$ cat src/rtl/mem_arbiter_if.sv
// ---------------------------------------------------------------------------
// mem_arbiter_if
//   Bundle of every signal between the two-requester memory arbiter and its
//   surroundings: requester A (CPU), requester B (loader/DMA/debug), and the
//   single-port memory.
//
//   Signals
//     a_req/a_we/a_addr/a_wdata   request from A (held stable until a_ack)
//     a_ack/a_rdata               completion strobe and read data to A
//     b_req/b_we/b_addr/b_wdata   request from B (held stable until b_ack)
//     b_ack/b_rdata               completion strobe and read data to B
//     mem_addr/mem_we/mem_wdata   memory command driven by the arbiter
//     mem_rdata                   memory read data (combinational from mem_addr)
//     owner                       00 none, 01 A, 10 B
//
//   Modports
//     slave   the arbiter's view
//     master  the environment's view (requesters plus memory)
// ---------------------------------------------------------------------------
interface mem_arbiter_if #(
    parameter int AW = 16,
    parameter int DW = 16
);
    // requester A
    logic          a_req;
    logic          a_we;
    logic [AW-1:0] a_addr;
    logic [DW-1:0] a_wdata;
    logic          a_ack;
    logic [DW-1:0] a_rdata;

    // requester B
    logic          b_req;
    logic          b_we;
    logic [AW-1:0] b_addr;
    logic [DW-1:0] b_wdata;
    logic          b_ack;
    logic [DW-1:0] b_rdata;

    // memory side
    logic [AW-1:0] mem_addr;
    logic          mem_we;
    logic [DW-1:0] mem_wdata;
    logic [DW-1:0] mem_rdata;

    // current owner of the memory access
    logic [1:0]    owner;

    modport slave (
        input  a_req, a_we, a_addr, a_wdata,
        output a_ack, a_rdata,
        input  b_req, b_we, b_addr, b_wdata,
        output b_ack, b_rdata,
        output mem_addr, mem_we, mem_wdata,
        input  mem_rdata,
        output owner
    );

    modport master (
        output a_req, a_we, a_addr, a_wdata,
        input  a_ack, a_rdata,
        output b_req, b_we, b_addr, b_wdata,
        input  b_ack, b_rdata,
        input  mem_addr, mem_we, mem_wdata,
        output mem_rdata,
        input  owner
    );
endinterface

$ cat src/rtl/mem_arbiter.sv
// ---------------------------------------------------------------------------
// mem_arbiter
//   Two-requester arbiter for the single-port unified instruction/data
//   memory. Port A (CPU) has fixed priority; a loss counter forces port B to
//   win after it has lost MAX_WAIT arbitrations in a row.
//
//   Every access takes three cycles: IDLE (arbitrate) -> SERVE (memory
//   command driven combinationally from the owner's inputs, read data
//   captured at the closing edge) -> ACK (one-cycle ack strobe to the owner).
//
//   Ports
//     clk     rising-edge clock
//     reset   asynchronous, active-low reset (0 = reset)
//     bus     mem_arbiter_if.slave: requester A/B handshakes, memory command
//             and read data, owner indication
//
//   Parameters
//     AW        address width
//     DW        data width
//     MAX_WAIT  arbitrations B may lose in a row before it is forced to win
// ---------------------------------------------------------------------------
module mem_arbiter #(
    parameter int AW       = 16,
    parameter int DW       = 16,
    parameter int MAX_WAIT = 4
) (
    input  logic          clk,
    input  logic          reset,
    mem_arbiter_if.slave  bus
);

    localparam int LW = $clog2(MAX_WAIT + 1);
    localparam logic [LW-1:0] LOSS_LIMIT = LW'(MAX_WAIT);

    typedef enum logic [1:0] {
        ST_IDLE,
        ST_SERVE,
        ST_ACK
    } state_t;

    typedef enum logic [1:0] {
        OWN_NONE = 2'b00,
        OWN_A    = 2'b01,
        OWN_B    = 2'b10
    } owner_t;

    state_t        state_q, state_d;
    owner_t        owner_q, owner_d;
    logic [LW-1:0] loss_q,  loss_d;
    logic [DW-1:0] a_rdata_q;
    logic [DW-1:0] b_rdata_q;

    // Owner's request, selected for the memory command in SERVE.
    logic          sel_b;
    logic          cur_we;
    logic [AW-1:0] cur_addr;
    logic [DW-1:0] cur_wdata;

    // Combinational outputs.
    logic          a_ack;
    logic          b_ack;
    logic          mem_we;
    logic [AW-1:0] mem_addr;
    logic [DW-1:0] mem_wdata;

    assign sel_b     = (owner_q == OWN_B);
    assign cur_we    = sel_b ? bus.b_we    : bus.a_we;
    assign cur_addr  = sel_b ? bus.b_addr  : bus.a_addr;
    assign cur_wdata = sel_b ? bus.b_wdata : bus.a_wdata;

    // -----------------------------------------------------------------------
    // State, owner, loss counter and read-data registers.
    // -----------------------------------------------------------------------
    always_ff @(posedge clk or negedge reset) begin
        if (!reset) begin
            state_q   <= ST_IDLE;
            owner_q   <= OWN_NONE;
            loss_q    <= '0;
            a_rdata_q <= '0;
            b_rdata_q <= '0;
        end else begin
            state_q <= state_d;
            owner_q <= owner_d;
            loss_q  <= loss_d;
            // Read data is captured at the edge closing SERVE; a write
            // leaves the owner's read data untouched.
            if (state_q == ST_SERVE && !cur_we) begin
                if (sel_b) begin
                    b_rdata_q <= bus.mem_rdata;
                end else begin
                    a_rdata_q <= bus.mem_rdata;
                end
            end
        end
    end

    // -----------------------------------------------------------------------
    // Next state, arbitration and outputs.
    // -----------------------------------------------------------------------
    always_comb begin
        state_d   = state_q;
        owner_d   = owner_q;
        loss_d    = loss_q;
        a_ack     = 1'b0;
        b_ack     = 1'b0;
        mem_we    = 1'b0;
        mem_addr  = '0;
        mem_wdata = '0;

        unique case (state_q)
            ST_IDLE: begin
                owner_d = OWN_NONE;
                if (bus.a_req && bus.b_req) begin
                    // Contention: A wins until B has lost MAX_WAIT times.
                    state_d = ST_SERVE;
                    if (loss_q < LOSS_LIMIT) begin
                        owner_d = OWN_A;
                        loss_d  = loss_q + LW'(1);
                    end else begin
                        owner_d = OWN_B;
                        loss_d  = '0;
                    end
                end else if (bus.a_req) begin
                    // B not requesting: counter left alone.
                    state_d = ST_SERVE;
                    owner_d = OWN_A;
                end else if (bus.b_req) begin
                    state_d = ST_SERVE;
                    owner_d = OWN_B;
                    loss_d  = '0;
                end
            end

            ST_SERVE: begin
                mem_we    = cur_we;
                mem_addr  = cur_addr;
                mem_wdata = cur_wdata;
                state_d   = ST_ACK;
            end

            ST_ACK: begin
                a_ack   = (owner_q == OWN_A);
                b_ack   = (owner_q == OWN_B);
                state_d = ST_IDLE;
                owner_d = OWN_NONE;
            end

            default: begin
                state_d = ST_IDLE;
                owner_d = OWN_NONE;
            end
        endcase
    end

    assign bus.a_ack     = a_ack;
    assign bus.b_ack     = b_ack;
    assign bus.a_rdata   = a_rdata_q;
    assign bus.b_rdata   = b_rdata_q;
    assign bus.mem_we    = mem_we;
    assign bus.mem_addr  = mem_addr;
    assign bus.mem_wdata = mem_wdata;
    assign bus.owner     = owner_q;

endmodule

$ cat src/flat_wrapper.sv
// flat-port wrapper written by rule: the top's interface ports become plain ports
module mem_arbiter_flat 
#(
    parameter int AW       = 16,
    parameter int DW       = 16,
    parameter int MAX_WAIT = 4
)
  (clk, reset, bus_a_req, bus_a_we, bus_a_addr, bus_a_wdata, bus_a_ack, bus_a_rdata, bus_b_req, bus_b_we, bus_b_addr, bus_b_wdata, bus_b_ack, bus_b_rdata, bus_mem_addr, bus_mem_we, bus_mem_wdata, bus_mem_rdata, bus_owner);
  mem_arbiter_if #(.AW(AW), .DW(DW)) bus_i ();
  input  logic clk;
  input  logic reset;
  input wire logic [$bits(bus_i.a_req)-1:0] bus_a_req;
  input wire logic [$bits(bus_i.a_we)-1:0] bus_a_we;
  input wire logic [$bits(bus_i.a_addr)-1:0] bus_a_addr;
  input wire logic [$bits(bus_i.a_wdata)-1:0] bus_a_wdata;
  output wire logic [$bits(bus_i.a_ack)-1:0] bus_a_ack;
  output wire logic [$bits(bus_i.a_rdata)-1:0] bus_a_rdata;
  input wire logic [$bits(bus_i.b_req)-1:0] bus_b_req;
  input wire logic [$bits(bus_i.b_we)-1:0] bus_b_we;
  input wire logic [$bits(bus_i.b_addr)-1:0] bus_b_addr;
  input wire logic [$bits(bus_i.b_wdata)-1:0] bus_b_wdata;
  output wire logic [$bits(bus_i.b_ack)-1:0] bus_b_ack;
  output wire logic [$bits(bus_i.b_rdata)-1:0] bus_b_rdata;
  output wire logic [$bits(bus_i.mem_addr)-1:0] bus_mem_addr;
  output wire logic [$bits(bus_i.mem_we)-1:0] bus_mem_we;
  output wire logic [$bits(bus_i.mem_wdata)-1:0] bus_mem_wdata;
  input wire logic [$bits(bus_i.mem_rdata)-1:0] bus_mem_rdata;
  output wire logic [$bits(bus_i.owner)-1:0] bus_owner;
  assign bus_i.a_req = bus_a_req;
  assign bus_i.a_we = bus_a_we;
  assign bus_i.a_addr = bus_a_addr;
  assign bus_i.a_wdata = bus_a_wdata;
  assign bus_a_ack = bus_i.a_ack;
  assign bus_a_rdata = bus_i.a_rdata;
  assign bus_i.b_req = bus_b_req;
  assign bus_i.b_we = bus_b_we;
  assign bus_i.b_addr = bus_b_addr;
  assign bus_i.b_wdata = bus_b_wdata;
  assign bus_b_ack = bus_i.b_ack;
  assign bus_b_rdata = bus_i.b_rdata;
  assign bus_mem_addr = bus_i.mem_addr;
  assign bus_mem_we = bus_i.mem_we;
  assign bus_mem_wdata = bus_i.mem_wdata;
  assign bus_i.mem_rdata = bus_mem_rdata;
  assign bus_owner = bus_i.owner;
  mem_arbiter #(.AW(AW), .DW(DW), .MAX_WAIT(MAX_WAIT)) u_core (.clk(clk), .reset(reset), .bus(bus_i));
endmodule
$ cat config.mk
export PLATFORM = sky130hd
export DESIGN_NAME = mem_arbiter_flat
export DESIGN_NICKNAME = d
export VERILOG_FILES = /design/src/rtl/mem_arbiter_if.sv /design/src/rtl/mem_arbiter.sv /design/src/flat_wrapper.sv
export SDC_FILE = /design/constraint.sdc
export NUM_CORES = 1
export LEC_CHECK = 0
export CAP_MARGIN = 10
export CORE_ASPECT_RATIO = 2
export CORE_UTILIZATION = 37
export CTS_BUF_LIST = sky130_fd_sc_hd__clkbuf_8 sky130_fd_sc_hd__clkbuf_16
export CTS_CLUSTER_DIAMETER = 50
export DETAILED_ROUTE_END_ITERATION = 12
export PLACE_DENSITY = 0.86
export SYNTH_ARGS = -nofsm -noshare
export SYNTH_HDL_FRONTEND = slang
export SYNTH_SLANG_ARGS = --single-unit
$ cat constraint.sdc
create_clock -name clk -period 3.2 [get_ports clk]
set_input_delay 0.32 -clock clk [delete_from_list [all_inputs] [get_ports clk]]
set_output_delay 0.32 -clock clk [all_outputs]
set_load 0.01 [all_outputs]
==> flow_summary.yaml <==
route:
  wl_um: 6410
  avgViaCountPerCell: 4.96
  drc_errors: 0
  firstDrtPassIters: 4
  ant_nets: 0
  drt_iter0_markers: 100
  num_vias: 2113
  routedWlPerCell_um: 15.1
logic_synthesis:
  yosys_warnings: 0
  synthesis.instances: 214
  synth_nets: 301
  synth.most_common_cell: "nand2_1"
  yosysTopAreaCell: "dfrtp_1"
  synthArstFlopShare_pct: 100
  ys_types: 23
  syn_avg_cell_area_um2: 9.88
  yosys-top-cells-count: "73 x nand2_1, 39 x dfrtp_1, 35 x a21oi_1"
  synth_area_um2: 2110
  synth_seq_cells: 39
  synth.area.top_cells: "dfrtp_1 46%, mux2_4 14%, nand2_1 13%"
  ys.flop_type: "dfrtp_1"
  yosysSeqAreaShare_pct: 46.2
  synth_top_area_share_pct: 46.2
  synth_edf_count: 0
clocking:
  clock_path_buffers: 2
  cts_tree: "done"
  clkLatencyLatePin_ns: 0.30
  clk_pin_slew_ns: 0.08
  cts_made_buffers: 5
  cts_sinks: 39
  cts_setup_buffers: 0
  clockRootBuffer: "clkbuf_8"
  cts_resized: 0
  holdBufCountCts: 0
  cts_max_level: 2
global_route:
  antenna_found_initial: 0
  overflow: 0
  grt_pass1_wl_um: 9730
  grt_pass1_vias: 2012
  grt_usage_pct: 20.8
  grt_max_degree: 40
critical_path:
  worstSetupPathType: "register to output pin"
  start_kind: "register"
  critPathMaxFanout: 34
  cp.required_ns: 2.88
  crit-reg2reg-launch: "u_core.state_q[1]"
  arrival_ns: 2.15
  endpoint_kind: "output pin"
  reg2reg_to: "u_core.bus.a_rdata[13]"
  rrSetupSlack_ns: 1.33
  reg2regPathDepth: 5
die:
  die_x_um: 55.4
  rows: 38
  core-area_um2: 5470
  fp.dieH_um: 109
  io_pins: 155
  dieArea_um2: 6040
  initial_core_util_pct: 38.6
cells_and_area:
  utilization_pct: 69.2
  drive_above_1_share_pct: 13.9
  synthToLayoutAreaGrowth_pct: 79.1
  seq_area_um2: 976
  final_nets: 452
  multi_input_comb_area_um2: 1040
  fillCellCount: 421
  diodes: 0
timing:
  clock_skew_ns: 0.00878
  worstMarginPinSlew_ns: 0.840
  slew_headroom_pct: 44.0
  timing.hold.ws_ns: 0.124
  fin_setup_tns_ns: 0
  layout_setup_ws_ns: 0.734
  slew_violations: 0
  post-route-period-util_pct: 77.1
  max_freq_mhz: 405
  period_minus_slack_ns: 2.47
  rsz0062_at_grt: "no"
  hold_viol: 0
  finalSetupViolCount: 0
outcome:
  status: "finished clean"
power:
  vdd_drop_max_mv: 0.712
  leakagePower_nw: 1.60
  power_density_nw_per_um2: 797
place:
  post-dp-hpwl_um: 4930
  numPortBuffers: 154
  gp_congestion: 0.797
  preCtsSetupSlack_ns: 1.04
worst_hold_path:
  hold_class: "primary input to async pin"
flow_run:
  maxCapViolCount: 0
[worst max-delay path by stage]
| stage | from | end | slack (ns) | cells past startpoint |
|---|---|---|---|---|
| CTS | u_core.bus.owner[1] | bus_mem_addr[12] | 0.69 | 5 |
| global placement | u_core.bus.owner[1] | bus_mem_addr[12] | 1.09 | 5 |
| global route | u_core.bus.owner[1] | bus_mem_addr[12] | 0.59 | 5 |
| floorplan | u_core.bus.owner[1] | bus_mem_addr[0] | 1.49 | 5 |
| finish | u_core.bus.owner[1] | bus_mem_addr[12] | 0.73 | 5 |
| detailed placement | u_core.bus.owner[1] | bus_mem_addr[12] | 1.04 | 5 |
[logic make-up after synthesis]
logic type | Yosys count | share of synthesized area (%)
AO/OA/AOI/OAI | 38 | 9.12
adder cells (fa/ha/maj) | 1 | 0.592
buffers and inverters | 16 | 4.80
flip-flops | 39 | 46.2
multiplexers | 32 | 20.6
AND/OR/NAND/NOR | 88 | 18.7
[critical path, cell delays in order (launching register included)]
cell	delay [ns]
dfrtp_1	0.43
nor2b_2	0.16
buf_4	0.33
nand2_1	0.16
a21oi_1	0.19
clkdlybuf4s50_1	0.57
[cells in the final DEF (no fill, tap or decap), types with 2 or more instances in the layout]
cell type and n:
clkdlybuf4s50_1 153, nand2_1 73, dfrtp_1 39, a21oi_1 35
mux2_4 20, mux2_2 12, clkbuf_8 6, buf_4 5
nand2b_1 3, nor3_4 2, o21ai_0 2, nor3_1 2
nand3b_1 2
[report_power, final]
| group | leakage (nW) | internal [mW] | total (mW) | switching (mW) |
|---|---|---|---|---|
| Clock | 0.0612 | 0.252 | 0.426 | 0.174 |
| Sequential | 0.476 | 0.728 | 0.882 | 0.154 |
| Combinational | 1.06 | 1.03 | 1.71 | 0.677 |
| Total | 1.60 | 2.01 | 3.02 | 1.00 |
[registers in the layout (all words and copies together) (netlist names)]
signal,count
u_core.bus.owner,2
u_core.bus.a_rdata,16
u_core.loss_q,3
u_core.bus.b_rdata,16
u_core.state_q,2
[metal layers]
metal  wire (um)  up-vias  global-route usage, %
met1        2370      972                   21.6
met5           0        -                      0
met2        3350      117                   38.1
met3         534       10                   6.41
li1            -     1014                      -
met4         149        0                   8.93
[through the flow]
stage	instance area [um^2]	total power, mW	instances
after detailed placement	3670	2.61	418
after global routing	3780	3.19	426
after CTS	3780	3.06	426
after floorplan	2110	1.70	214
final	3780	3.02	426
after global placement	3670	2.58	418
[cell type report]
cell class                      instances  area share (%)
Multi-Input combinational cell        159            27.4
Tap cell                               60            1.98
Clock buffer                            6            2.18
Inverter                                1          0.0992
Clock inverter                          2           0.926
Timing Repair Buffer                  159            41.6
Sequential cell                        39            25.8
No activity file was read; power rests on OpenSTA's default activity.
